**config.mk**
```make
export PLATFORM = sky130hd
export DESIGN_NAME = alu_share_arbiter_flat
export DESIGN_NICKNAME = d
export VERILOG_FILES = /design/src/rtl/alu_share_arbiter_if.sv /design/src/rtl/alu_share_arbiter.sv /design/src/flat_wrapper.sv
export SDC_FILE = /design/constraint.sdc
export NUM_CORES = 1
export LEC_CHECK = 0
export ABC_CLOCK_PERIOD_IN_PS = 1950
export CAP_MARGIN = 15
export CELL_PAD_IN_SITES_DETAIL_PLACEMENT = 0
export CELL_PAD_IN_SITES_GLOBAL_PLACEMENT = 1
export CORE_AREA = 5 5 210 212
export DETAILED_ROUTE_END_ITERATION = 8
export DIE_AREA = 0 0 215 217
export PLACE_DENSITY_LB_ADDON = 0.1
export SYNTH_ARGS = -nofsm -noshare
export SYNTH_HDL_FRONTEND = slang
export SYNTH_SLANG_ARGS = --single-unit
```
**constraint.sdc**
```tcl
create_clock -name clk -period 1.95 [get_ports clk]
set_clock_uncertainty 0.15 [all_clocks]
set_input_delay 0.585 -clock clk [delete_from_list [all_inputs] [get_ports clk]]
set_output_delay 0.585 -clock clk [all_outputs]
set_load 0.01 [all_outputs]
```
**src/rtl/alu_share_arbiter_if.sv**
```systemverilog
// Bundle of request, ALU drive and response signals around the shared ALU.
//
// Handshake rule for both channels (req and rsp): a beat transfers on a rising
// clock edge where valid && ready are both high. The source keeps valid and its
// payload stable until the transfer. Ready may be high without valid, and it
// never depends combinationally on the other channel's ready.
interface alu_share_arbiter_if #(
    parameter int WIDTH = 64
);
    logic [1:0]         req_valid;
    logic [1:0]         req_ready;
    logic [2*WIDTH-1:0] req_a;
    logic [2*WIDTH-1:0] req_b;
    logic [5:0]         req_cntrl;

    logic [WIDTH-1:0]   alu_a;
    logic [WIDTH-1:0]   alu_b;
    logic [2:0]         alu_cntrl;
    logic [WIDTH-1:0]   alu_result;
    logic [3:0]         alu_flags;

    logic               rsp_valid;
    logic               rsp_ready;
    logic               rsp_id;
    logic [WIDTH-1:0]   rsp_result;
    logic [3:0]         rsp_flags;
    logic               rsp_err;

    // Arbiter side.
    modport slave (
        input  req_valid, req_a, req_b, req_cntrl,
        output req_ready,
        output alu_a, alu_b, alu_cntrl,
        input  alu_result, alu_flags,
        output rsp_valid, rsp_id, rsp_result, rsp_flags, rsp_err,
        input  rsp_ready
    );

    // Requesters, ALU instance and response consumer side.
    modport master (
        output req_valid, req_a, req_b, req_cntrl,
        input  req_ready,
        input  alu_a, alu_b, alu_cntrl,
        output alu_result, alu_flags,
        input  rsp_valid, rsp_id, rsp_result, rsp_flags, rsp_err,
        output rsp_ready
    );
endinterface

```
**src/rtl/alu_share_arbiter.sv**
```systemverilog
// Round-robin sharing of one multi-cycle ALU between two requesters.
// Operands are registered onto the ALU, held for EXEC_CYCLES settle cycles,
// then result/flags are captured and held until the consumer takes them.
// dbg_state exposes the FSM: 0 = IDLE, 1 = EXEC, 2 = RESP.
module alu_share_arbiter #(
    parameter int WIDTH       = 64,
    parameter int EXEC_CYCLES = 2
) (
    input  logic                clk,
    input  logic                reset_n,
    alu_share_arbiter_if.slave  bus,
    output logic                busy,
    output logic [1:0]          dbg_state
);
    typedef enum logic [1:0] {
        IDLE = 2'd0,
        EXEC = 2'd1,
        RESP = 2'd2
    } state_t;

    localparam logic [3:0] COUNT_INIT = 4'(EXEC_CYCLES - 1);

    state_t           state_q, state_d;
    logic             rr_last_q, rr_last_d;
    logic [3:0]       count_q, count_d;
    logic [WIDTH-1:0] alu_a_q, alu_a_d;
    logic [WIDTH-1:0] alu_b_q, alu_b_d;
    logic [2:0]       alu_cntrl_q, alu_cntrl_d;
    logic             rsp_valid_q, rsp_valid_d;
    logic             rsp_id_q, rsp_id_d;
    logic [WIDTH-1:0] rsp_result_q, rsp_result_d;
    logic [3:0]       rsp_flags_q, rsp_flags_d;
    logic             rsp_err_q, rsp_err_d;

    logic [1:0]       grant;
    logic             grant_id;
    logic [WIDTH-1:0] sel_a;
    logic [WIDTH-1:0] sel_b;
    logic [2:0]       sel_cntrl;
    logic             sel_illegal;

    // Round-robin grant: only offered in IDLE out of reset; on contention the
    // requester that did not win last time goes first.
    always_comb begin
        grant    = 2'b00;
        grant_id = 1'b0;
        if (state_q == IDLE && reset_n) begin
            case (bus.req_valid)
                2'b01: begin grant = 2'b01; grant_id = 1'b0; end
                2'b10: begin grant = 2'b10; grant_id = 1'b1; end
                2'b11: begin
                    grant_id = ~rr_last_q;
                    grant    = rr_last_q ? 2'b01 : 2'b10;
                end
                default: begin grant = 2'b00; grant_id = 1'b0; end
            endcase
        end
        sel_a       = grant_id ? bus.req_a[2*WIDTH-1:WIDTH] : bus.req_a[WIDTH-1:0];
        sel_b       = grant_id ? bus.req_b[2*WIDTH-1:WIDTH] : bus.req_b[WIDTH-1:0];
        sel_cntrl   = grant_id ? bus.req_cntrl[5:3] : bus.req_cntrl[2:0];
        sel_illegal = (sel_cntrl == 3'b001) || (sel_cntrl == 3'b111);
    end

    // Next-state and datapath loads for IDLE -> EXEC/RESP -> IDLE.
    always_comb begin
        state_d      = state_q;
        rr_last_d    = rr_last_q;
        count_d      = count_q;
        alu_a_d      = alu_a_q;
        alu_b_d      = alu_b_q;
        alu_cntrl_d  = alu_cntrl_q;
        rsp_valid_d  = rsp_valid_q;
        rsp_id_d     = rsp_id_q;
        rsp_result_d = rsp_result_q;
        rsp_flags_d  = rsp_flags_q;
        rsp_err_d    = rsp_err_q;
        case (state_q)
            IDLE: begin
                if (grant != 2'b00) begin
                    alu_a_d     = sel_a;
                    alu_b_d     = sel_b;
                    alu_cntrl_d = sel_cntrl;
                    rr_last_d   = grant_id;
                    rsp_id_d    = grant_id;
                    if (sel_illegal) begin
                        // No point waiting on the ALU for an undefined opcode.
                        rsp_valid_d  = 1'b1;
                        rsp_err_d    = 1'b1;
                        rsp_result_d = '0;
                        rsp_flags_d  = 4'b0000;
                        state_d      = RESP;
                    end else begin
                        count_d = COUNT_INIT;
                        state_d = EXEC;
                    end
                end
            end
            EXEC: begin
                if (count_q == 4'd0) begin
                    rsp_valid_d  = 1'b1;
                    rsp_err_d    = 1'b0;
                    rsp_result_d = bus.alu_result;
                    rsp_flags_d  = bus.alu_flags;
                    state_d      = RESP;
                end else begin
                    count_d = count_q - 4'd1;
                end
            end
            RESP: begin
                if (bus.rsp_ready) begin
                    rsp_valid_d = 1'b0;
                    state_d     = IDLE;
                end
            end
            default: state_d = IDLE;
        endcase
    end

    // State and datapath registers with synchronous active-low reset.
    always_ff @(posedge clk) begin
        if (!reset_n) begin
            state_q      <= IDLE;
            rr_last_q    <= 1'b1;
            count_q      <= 4'd0;
            alu_a_q      <= '0;
            alu_b_q      <= '0;
            alu_cntrl_q  <= 3'b000;
            rsp_valid_q  <= 1'b0;
            rsp_id_q     <= 1'b0;
            rsp_result_q <= '0;
            rsp_flags_q  <= 4'b0000;
            rsp_err_q    <= 1'b0;
        end else begin
            state_q      <= state_d;
            rr_last_q    <= rr_last_d;
            count_q      <= count_d;
            alu_a_q      <= alu_a_d;
            alu_b_q      <= alu_b_d;
            alu_cntrl_q  <= alu_cntrl_d;
            rsp_valid_q  <= rsp_valid_d;
            rsp_id_q     <= rsp_id_d;
            rsp_result_q <= rsp_result_d;
            rsp_flags_q  <= rsp_flags_d;
            rsp_err_q    <= rsp_err_d;
        end
    end

    assign bus.req_ready  = grant;
    assign bus.alu_a      = alu_a_q;
    assign bus.alu_b      = alu_b_q;
    assign bus.alu_cntrl  = alu_cntrl_q;
    assign bus.rsp_valid  = rsp_valid_q;
    assign bus.rsp_id     = rsp_id_q;
    assign bus.rsp_result = rsp_result_q;
    assign bus.rsp_flags  = rsp_flags_q;
    assign bus.rsp_err    = rsp_err_q;
    assign busy           = (state_q != IDLE);
    assign dbg_state      = state_q;
endmodule

```
**src/flat_wrapper.sv**
```systemverilog
// flat-port wrapper written by rule: the top's interface ports become plain ports
module alu_share_arbiter_flat 
#(
    parameter int WIDTH       = 64,
    parameter int EXEC_CYCLES = 2
)
  (clk, reset_n, busy, dbg_state, bus_req_valid, bus_req_a, bus_req_b, bus_req_cntrl, bus_req_ready, bus_alu_a, bus_alu_b, bus_alu_cntrl, bus_alu_result, bus_alu_flags, bus_rsp_valid, bus_rsp_id, bus_rsp_result, bus_rsp_flags, bus_rsp_err, bus_rsp_ready);
  alu_share_arbiter_if #(.WIDTH(WIDTH)) bus_i ();
  input  logic clk;
  input  logic reset_n;
  output logic busy;
  output logic [1:0] dbg_state;
  input wire logic [$bits(bus_i.req_valid)-1:0] bus_req_valid;
  input wire logic [$bits(bus_i.req_a)-1:0] bus_req_a;
  input wire logic [$bits(bus_i.req_b)-1:0] bus_req_b;
  input wire logic [$bits(bus_i.req_cntrl)-1:0] bus_req_cntrl;
  output wire logic [$bits(bus_i.req_ready)-1:0] bus_req_ready;
  output wire logic [$bits(bus_i.alu_a)-1:0] bus_alu_a;
  output wire logic [$bits(bus_i.alu_b)-1:0] bus_alu_b;
  output wire logic [$bits(bus_i.alu_cntrl)-1:0] bus_alu_cntrl;
  input wire logic [$bits(bus_i.alu_result)-1:0] bus_alu_result;
  input wire logic [$bits(bus_i.alu_flags)-1:0] bus_alu_flags;
  output wire logic [$bits(bus_i.rsp_valid)-1:0] bus_rsp_valid;
  output wire logic [$bits(bus_i.rsp_id)-1:0] bus_rsp_id;
  output wire logic [$bits(bus_i.rsp_result)-1:0] bus_rsp_result;
  output wire logic [$bits(bus_i.rsp_flags)-1:0] bus_rsp_flags;
  output wire logic [$bits(bus_i.rsp_err)-1:0] bus_rsp_err;
  input wire logic [$bits(bus_i.rsp_ready)-1:0] bus_rsp_ready;
  assign bus_i.req_valid = bus_req_valid;
  assign bus_i.req_a = bus_req_a;
  assign bus_i.req_b = bus_req_b;
  assign bus_i.req_cntrl = bus_req_cntrl;
  assign bus_req_ready = bus_i.req_ready;
  assign bus_alu_a = bus_i.alu_a;
  assign bus_alu_b = bus_i.alu_b;
  assign bus_alu_cntrl = bus_i.alu_cntrl;
  assign bus_i.alu_result = bus_alu_result;
  assign bus_i.alu_flags = bus_alu_flags;
  assign bus_rsp_valid = bus_i.rsp_valid;
  assign bus_rsp_id = bus_i.rsp_id;
  assign bus_rsp_result = bus_i.rsp_result;
  assign bus_rsp_flags = bus_i.rsp_flags;
  assign bus_rsp_err = bus_i.rsp_err;
  assign bus_i.rsp_ready = bus_rsp_ready;
  alu_share_arbiter #(.WIDTH(WIDTH), .EXEC_CYCLES(EXEC_CYCLES)) u_core (.clk(clk), .reset_n(reset_n), .bus(bus_i), .busy(busy), .dbg_state(dbg_state));
endmodule
```
==> results.cfg <==
[placement]
portBuffers = 541
post_dp_cell_area_um2 = 14800
dp_hpwl_mm = 30.77
gp_congestion = 0.7630
dp_cells = 2062

[critical_path]
worstPathArrival_ns = 1.58
worst-path-stages = 4
crit_slowest_cell = or3b_4
path_common_cell = buf_6
r2r_setup_slack_ns = -0.25
cp.buffers_inverters = 2
setup.worst_path.start = u_core.dbg_state[1]
worstPathCellList = or3b_4 -> nor2_4 -> buf_6 -> buf_6
critPathCapture = bus_req_ready[0]
reg2regPathDepth = 11
start_kind = flop
cp_max_fo = 3
max_stage_delay_ns = 0.41
worstReg2RegStart = u_core.dbg_state[1]
setup.worst_path.end_class = output pin
cp_top_family = simple AND/OR/NAND/NOR gates
criticalPathCategory = flop to output pin
r2r_end = u_core.bus.alu_a[40]
crit_required_ns = 1.21

[route]
wl_mm = 47.59
ant_nets = 0
m1WireLength_mm = 19.47
avgRoutedWirePerCell_um = 21.73
drt_iter0_drc = 450
wl_met2_mm = 23.04
via_per_inst = 4.604
vias = 10083
dr.pass1.iters = 4
routed-wl-met3_mm = 3.989
drc = 0
route.top_layer_used = met5

[clock_network]
path_clk_slew_ns = 0.06
clk_latency_ns = 0.55
hold_buffers = 0
root_buffer = clkbuf_16
clock-sinks = 209
ctsLongestPathBuffers = 3
cts_max_level = 1
cts_buffers = 29
cts_tree = built

[final_layout]
multi_input_area_um2 = 3986
layoutNonFillerInstCount = 2190
seqCellArea_um2 = 4189
layout-drive-gt1-share_pct = 15.74
final_area_um2 = 17270
mostFrequentLayoutCells = clkdlybuf4s50_1, nand2_1, dfxtp_1
fill_cells = 4232
area_delta_synth_final_pct = 103.5
nNetsFinal = 1960
layout_commonest_cell = clkdlybuf4s50_1

[power]
cellLeakagePower_nw = 6.957
power.density_nw_per_um2 = 925.2
ir_drop_uv = 535.3

[synth]
synth_edf_count = 0
synth_nets = 1367
synth-main-ff-cell = dfxtp_1
synth.cell_area_um2 = 8486
synth_cell_types = 42
post_synth.cell_area_avg_um2 = 8.230
seq_area_frac_synth_pct = 49.31
synth-seq-cells = 209
netlist_instances = 1031
ys_warn_count = 0
ys_async_sr_fraction_pct = 0

[run_status]
status = finished with violations
violations = negative setup slack

[timing]
drv_slew = 0
grt_setup_unrepaired = yes
fin_crit_ns = 2.320
finalCritPeriodShare_pct = 119.0
max-slew-margin-rel_pct = 57.69
worst_slew_pin_slew_ns = 0.6346
hold_viol = 0
clock.fmax_mhz = 431.1
setup_viol = 200
setup_ws_ns = -0.3697

[floorplan]
io_pins = 542
core_area_um2 = 41760
row_count = 75
die-area_um2 = 46660
die_x_um = 215
start_util_pct = 20.32
die_h_um = 217

[global_routing]
grt_usage_pct = 19.03
grt.overflow.total = 0
antenna_found_initial = 8
grt_pass1_wl_mm = 68.94
grt_max_degree = 108
grt_pass1_vias = 10325

[min_path]
hp-class = flop to flop

[flow_run]
drv_cap = 0
synthesized netlist by cell type, drive strengths merged (3+ instances only):
library cell | n | area, um2
a21oi | 6 | 33.78
a31o | 4 | 35.03
a31oi | 129 | 807.0
a32o | 3 | 30.03
buf | 54 | 316.6
clkbuf | 48 | 180.2
dfxtp | 209 | 4184
inv | 8 | 30.03
mux2i | 4 | 40.04
nand2 | 265 | 994.7
nand3 | 68 | 340.3
nor2 | 6 | 25.03
o21ai | 136 | 680.7
o2bb2ai | 68 | 595.6
logic make-up (layout without fill, tap and decap cells):
kind of cell / after synthesis / in the layout / synth area share [%]
DFF: 209 / 209 / 49.31
AOI/OAI and AO/OA: 352 / 352 / 26.28
and+or+nand+nor: 353 / 353 / 17.38
muxes: 4 / 4 / 0.4719
buffers and inverters: 110 / 724 / 6.208
xor gates and xnor gates: 2 / 2 / 0.2065
adders and majority gates: 1 / 1 / 0.1474
other: 0 / 6 / 0
sequential cells by signal, indices dropped and copies added (netlist names):
register and cells:
u_core.bus.rsp_result 64, u_core.bus.rsp_valid 1, u_core.bus.rsp_id 1, u_core.bus.alu_b 64, u_core.dbg_state 2, u_core.count_q 4
u_core.bus.alu_cntrl 3, u_core.bus.rsp_err 1, u_core.bus.alu_a 64, u_core.bus.rsp_flags 4, u_core.rr_last_q 1
worst register-to-register path, cell delays in order (launching register included):
cell and delay [ns]:
dfxtp_2 0.33, or3b_4 0.41, buf_4 0.14, buf_4 0.13, nor2_4 0.12, buf_6 0.14
buf_12 0.12, buf_12 0.10, buf_12 0.11, buf_12 0.12, buf_16 0.14, a31oi_2 0.08
layout make-up:
class / instances / area share (%)
multi-input cells: 712 / 23.08
clock inverters: 10 / 0.6230
clock buffers: 42 / 4.832
diodes: 6 / 0.08693
well taps: 539 / 3.905
flip-flops and latches: 209 / 24.25
inverters: 8 / 0.1884
repair buffers: 664 / 43.03
report_power, final:
group	switching, mW	internal (mW)
combinational	2.47	2.97
sequential	0.316	4.90
clock	2.10	3.21
worst min path at each step:
stage	slack, ns	cells past startpoint	startpoint	end
after floorplan	0.30	2	u_core.rr_last_q	u_core.rr_last_q
after global placement	0.30	2	u_core.bus.rsp_result[38]	u_core.bus.rsp_result[38]
after detailed placement	0.30	2	u_core.bus.rsp_result[29]	u_core.bus.rsp_result[29]
after CTS	0.31	2	u_core.bus.rsp_result[29]	u_core.bus.rsp_result[29]
after global routing	0.32	2	u_core.bus.rsp_flags[1]	u_core.bus.rsp_flags[1]
final	0.31	2	u_core.bus.rsp_result[56]	u_core.bus.rsp_result[56]
layer usage:
metal / vias to the layer above / GRT usage, %
li1: 4897 / -
met1: 4767 / 22.93
met2: 351 / 32.05
met3: 64 / 7.115
met4: 4 / 5.313
met5: - / 0
per-stage QoR:
stage	setup TNS (ns)	power [mW]	util, %	hold slack [ns]	worst slack (ns)
after floorplan	0	6.981	-	0.3038	0.01573
after global placement	-144.02	9.780	35.44	0.2952	-1.108
after detailed placement	-144.53	9.780	35.44	0.3035	-1.094
after CTS	-23.16	16.00	40.42	0.3086	-0.4300
after global routing	-45.64	16.83	41.36	0.3217	-0.4522
final	-24.16	15.98	41.36	0.3051	-0.3697
timing repair:
action	CTS	global route
setup buffers	31	23
hold endpoints to repair	0	0
gates cloned	25	9
pin swaps	7	4
gates resized for setup	490	91
setup endpoints to repair	391	330
Note: power is estimated with default switching activity, not from simulation.
